File: src/rtl/read_fsm.sv
//==============================================================================
// read_fsm : RV32I register-read / immediate-decode stage, rev 1.0
//==============================================================================
`default_nettype none

module read_fsm #(
  parameter int XLEN  = 32,
  parameter int NREGS = 32
) (
  input  logic            clk,
  input  logic            rst,
  input  logic [XLEN-1:0] IR,
  input  logic [XLEN-1:0] WB_data,
  input  logic [4:0]      WB_address,
  input  logic [XLEN-1:0] PC,
  output logic [XLEN-1:0] IR_out,
  output logic [XLEN-1:0] A_out,
  output logic [XLEN-1:0] B_out,
  output logic [XLEN-1:0] PC_out,
  output logic [XLEN-1:0] I_out
);

  localparam logic [6:0] c_OP_IMM    = 7'b0010011;
  localparam logic [6:0] c_OP_LOAD   = 7'b0000011;
  localparam logic [6:0] c_OP_JALR   = 7'b1100111;
  localparam logic [6:0] c_OP_SYSTEM = 7'b1110011;
  localparam logic [6:0] c_OP_STORE  = 7'b0100011;
  localparam logic [6:0] c_OP_BRANCH = 7'b1100011;
  localparam logic [6:0] c_OP_LUI    = 7'b0110111;
  localparam logic [6:0] c_OP_AUIPC  = 7'b0010111;
  localparam logic [6:0] c_OP_JAL    = 7'b1101111;

  logic [XLEN-1:0] r_regs [NREGS];

  logic [4:0]      w_rs1;
  logic [4:0]      w_rs2;
  logic [6:0]      w_opcode;
  logic [XLEN-1:0] w_a;
  logic [XLEN-1:0] w_b;
  logic [XLEN-1:0] w_imm;

  assign w_rs1    = IR[19:15];
  assign w_rs2    = IR[24:20];
  assign w_opcode = IR[6:0];

  // A write-back landing this cycle is forwarded so the operand is never stale.
  assign w_a = (w_rs1 == 5'd0)      ? '0      :
               (WB_address == w_rs1) ? WB_data : r_regs[w_rs1];
  assign w_b = (w_rs2 == 5'd0)      ? '0      :
               (WB_address == w_rs2) ? WB_data : r_regs[w_rs2];

  always_comb begin
    w_imm = '0;
    case (w_opcode)
      c_OP_IMM, c_OP_LOAD, c_OP_JALR, c_OP_SYSTEM:
        w_imm = {{20{IR[31]}}, IR[31:20]};
      c_OP_STORE:
        w_imm = {{20{IR[31]}}, IR[31:25], IR[11:7]};
      c_OP_BRANCH:
        w_imm = {{19{IR[31]}}, IR[31], IR[7], IR[30:25], IR[11:8], 1'b0};
      c_OP_LUI, c_OP_AUIPC:
        w_imm = {IR[31:12], 12'b0};
      c_OP_JAL:
        w_imm = {{11{IR[31]}}, IR[31], IR[19:12], IR[20], IR[30:21], 1'b0};
      default:
        w_imm = '0;
    endcase
  end

  always_ff @(posedge clk or posedge rst) begin
    if (rst) begin
      for (int i = 0; i < NREGS; i++) begin
        r_regs[i] <= '0;
      end
    end else if (WB_address != 5'd0) begin
      r_regs[WB_address] <= WB_data;
    end
  end

  always_ff @(posedge clk or posedge rst) begin
    if (rst) begin
      IR_out <= '0;
      A_out  <= '0;
      B_out  <= '0;
      PC_out <= '0;
      I_out  <= '0;
    end else begin
      IR_out <= IR;
      A_out  <= w_a;
      B_out  <= w_b;
      PC_out <= PC;
      I_out  <= w_imm;
    end
  end

endmodule

`default_nettype wire

File: config.mk
export PLATFORM = sky130hd
export DESIGN_NAME = read_fsm
export DESIGN_NICKNAME = d
export VERILOG_FILES = /design/src/rtl/read_fsm.sv
export SDC_FILE = /design/constraint.sdc
export NUM_CORES = 2
export LEC_CHECK = 0
export BUFFER_PORTS_ARGS = -buffer_cell sky130_fd_sc_hd__buf_2
export CORE_MARGIN = 2
export CORE_UTILIZATION = 57
export CTS_CLUSTER_DIAMETER = 50
export DETAILED_ROUTE_END_ITERATION = 7
export PLACE_DENSITY = 0.8
export SETUP_SLACK_MARGIN = 0.15
export SYNTH_ARGS = -nofsm -noshare
export SYNTH_HDL_FRONTEND = slang
export SYNTH_SLANG_ARGS = --single-unit
File: constraint.sdc
create_clock -name clk -period 41.4 [get_ports clk]
set_input_delay 2.07 -clock clk [delete_from_list [all_inputs] [get_ports clk]]
set_output_delay 2.07 -clock clk [all_outputs]
set_load 0.01 [all_outputs]
==> key figures <==
Outcome
  – Status: finished clean

Critical path
  – Worst Setup End Kind: async pin
  – R2r startpoint: r_regs[778]
  – Crit path kind: input port to async pin
  – Crit start category: input port
  – Crit path required time: 42.20 ns
  – Worst reg-to-reg path cell count: 5
  – Crit path max fanout: 182
  – Reg2Reg Setup Slack: ~39 ns
  – Reg-to-Reg End: B_out[10]
  – Crit path DAT: 7.80 ns

Drt
  – Routed len/inst: 33.1 µm
  – Drt pass-1 iters: 6
  – Routed Antenna Nets: 0
  – Total vias in the final route: 39300
  – Wirelength, routed: around 180000 µm
  – DRT iter0 DRCs: 4828
  – DR DRC count: 0
  – Vias per Instance: 7.15

Logic synthesis
  – Primary FF master, synth: dfrtp_1
  – Ranking of synthesized cells by area: dfrtp_1, mux2_2, mux4_2
  – Distinct cell type count after synthesis: 57
  – Synth Area in Compound Gates: 0.0534
  – Yosys Warn Count: 0
  – Mapped Cells: slightly below 4000
  – Seq/Total Area, Yosys: 0.496
  – Most numerous cell in the Yosys netlist: dfrtp_1
  – Count of state elements after synthesis: 1184
  – Yosys top cell by area: dfrtp_1
  – Post-synth EDFFs: 0
  – Post-synthesis xor/xnor area fraction: 0.00147
  – Post-synth top area share: 0.496
  – Most frequent cells after synthesis: dfrtp_1, mux2_2, mux4_2
  – Synth Area per Inst: between 15 and 20 µm²
  – Mapped cell area: 0.0598 mm²
  – Async set-reset flop share out of synthesis: 1.00
  – Post-Syn Nets: roughly 4000
  – Multiplexer area fraction after synthesis: 0.396
  – Simple-Gate Fraction of Synth Area: 0.0187
  – Adder-cell share of the synthesized area: 0
  – Combinational family with the most area after synthesis: multiplexers

Job
  – Max Cap Violations: 0

STA
  – Final hold violations: 0
  – Final worst-path cycle share: 0.169
  – Final setup vio count: 0
  – RSZ-0062 raised after global routing: false
  – Tightest Pin Transition: 1.26 ns
  – Setup TNS: 0 ns
  – Slew HR: 0.162
  – Min Hold Slack: about 0.40 ns
  – Slew Viols, Final: 0
  – F_max: 143 MHz
  – Skew final: 0.0273 ns
  – Final Critical Period: between 7 and 8 ns

Die
  – Core box area: 0.104 mm²
  – Die footprint: 0.107 mm²
  – Die Wd: approximately 330 µm
  – Row Count: ~120
  – Die H: ~330 µm
  – I/O pin cnt: around 260
  – Initial Utilization: 0.576

Clocking
  – Clock-pin slew on the worst setup and hold paths: 0.06 ns
  – Inserted Clock Buffers: between 100 and 150
  – Sink Count: 1184
  – Clock Path Buffers: 3
  – Insertion delay to the later sink of the worst-skew pair: between 0.7 and 0.8 ns
  – CTS tree: built
  – Clock root cell: clkbuf_16
  – # Post-CTS Setup Buffers: 0
  – Post-CTS Hold Buffers: 0
  – H-tree levels: 4
  – CTS resizes: 0

Final layout
  – Area grow syn2layout: 10.9%
  – Cell area after layout: roughly 0.066 mm²
  – Fin cells: 5493
  – Fraction of layout cells with a size suffix above 1: 0.517
  – Nets: a little over 4000

Placement
  – DP Area: ~0.062 mm²
  – Final GP Congestion: 0.815
  – Placed cells: about 5300
  – Port buffer count: 262
  – DP HPWL: roughly 96000 µm

Min path
  – Hold Path Class: flip-flop to flip-flop
  – Hold worst-path end: r_regs[1017]
  – Hold path start: r_regs[1017]
  – Hold depth: 0

Power and ir drop
  – Sw frac: 0.273
  – Power per standard cell area: 53.0 mW/mm²
  – P_sw: 0.959 mW
  – Power consumption: 3.51 mW
  – Leak Pwr: 28.6 nW
  – Max VDD drop: 32.2 µV
  – Sequential Power Share: 0.452
  – Combinational share of power: 0.202
  – Int Power: about 2.6 mW
  – Part of the power in the clock network: 0.346

Global routing
  – Largest net degree at the start of global routing: 183
  – Initial antenna violation count: 8
  – First-pass GRT wire length: 269000 µm
  – GRT Total Usage: 0.342
  – Total grt overflow: 0
  – Vias in the first global route: 40100
## stage by stage
stage,util,worst slack (ns)
floorplan,-,5.98
global placement,0.595,33.51
detailed placement,0.595,33.44
CTS,0.638,34.22
global route,0.638,33.52
finish,0.638,34.39
## power groups by stage
| stage | logic, mW | registers (mW) | clock network [mW] |
|---|---|---|---|
| floorplan | 0.552 | 1.55 | 0 |
| global placement | 0.680 | 1.57 | 0 |
| detailed placement | 0.701 | 1.59 | 0 |
| CTS | 0.707 | 1.58 | 1.22 |
| global route | 0.755 | 1.61 | 1.27 |
| finish | 0.709 | 1.59 | 1.21 |
## flip-flops by register name, indices dropped and copies added (netlist names)
| name | cells |
|---|---|
| PC_out | 32 |
| r_regs | 1024 |
| I_out | 32 |
| A_out | 32 |
| B_out | 32 |
| IR_out | 32 |
## metal layers
metal	share of wire	vias up	GRT usage	wire (µm)
li1	-	15300	-	-
met1	0.38	20900	0.464	68600
met2	0.46	2490	0.515	83400
met3	0.11	549	0.0966	20600
met4	0.049	12	0.156	8950
met5	0.00039	-	0	70
## logic make-up after synthesis
logic type / Yosys count
AND/OR/NAND/NOR: 225
multiplexers: 1683
XOR/XNOR: 10
AO/OA/AOI/OAI: 408
buffers and inverters: 453
flip-flops: 1184
## critical path: stages
cell and delay (ns):
buf_2 0.13, inv_8 0.60, buf_12 0.67, buf_4 0.74
buf_4 0.71, buf_4 0.79, buf_4 0.85, buf_4 0.70
## cell type report
| cell class | count | area, µm² |
|---|---|---|
| diodes | 2 | 5.00 |
| clock buffers | 187 | 3880 |
| clock inverters | 50 | 632 |
| fillers | 7341 | 37500 |
| inverters | 14 | 62.6 |
| multi-input cells | 2326 | 28300 |
| flip-flops and latches | 1184 | 29600 |
| well taps | 1380 | 1730 |
| repair buffers | 350 | 2060 |
## worst max-delay path by stage
stage                     cells past startpoint    endpoint  from  slack (ns)
after floorplan                               1    A_out[0]   rst        5.98
after global placement                        8  PC_out[14]   rst       33.51
after detailed placement                      8  PC_out[20]   rst       33.44
after CTS                                     8   PC_out[2]   rst       34.22
after global routing                          8   PC_out[8]   rst       33.52
final                                         8  PC_out[16]   rst       34.39
## placed cells by master, fill, tap and decap left out, types with 5 or more instances in the layout
cell type  Yosys  final
dfrtp_1     1184   1184
mux2_2       988    988
mux4_2       445    445
buf_2         99    254
mux2i_1      245    245
clkbuf_16      0    138
buf_4         19     88
a21oi_1       63     63
a221oi_1      52     52
a22oi_1       47     47
a221o_1       45     45
nor2_1        55     42
o21ai_0       42     42
nand2_1       49     38
or2_2         32     32
nor3_1        33     31
a31o_2        29     29
a211oi_1      25     25
clkbuf_1     229     25
clkbuf_8       0     25
a221oi_2      24     24
a21o_1        20     20
o21ai_1       20     20
a211o_1       16     16
clkinv_2       0     16
nor2_4         0     13
nand2_2        0     11
bufinv_16      0     11
nor2b_1       12     10
inv_1         14     10
nand3_1       13      8
o311a_1        8      8
inv_6          0      8
nand2b_1       9      7
clkinv_4       0      7
xnor2_1        6      6
mux2_1         5      5
(Power assumes the default switching activity.)
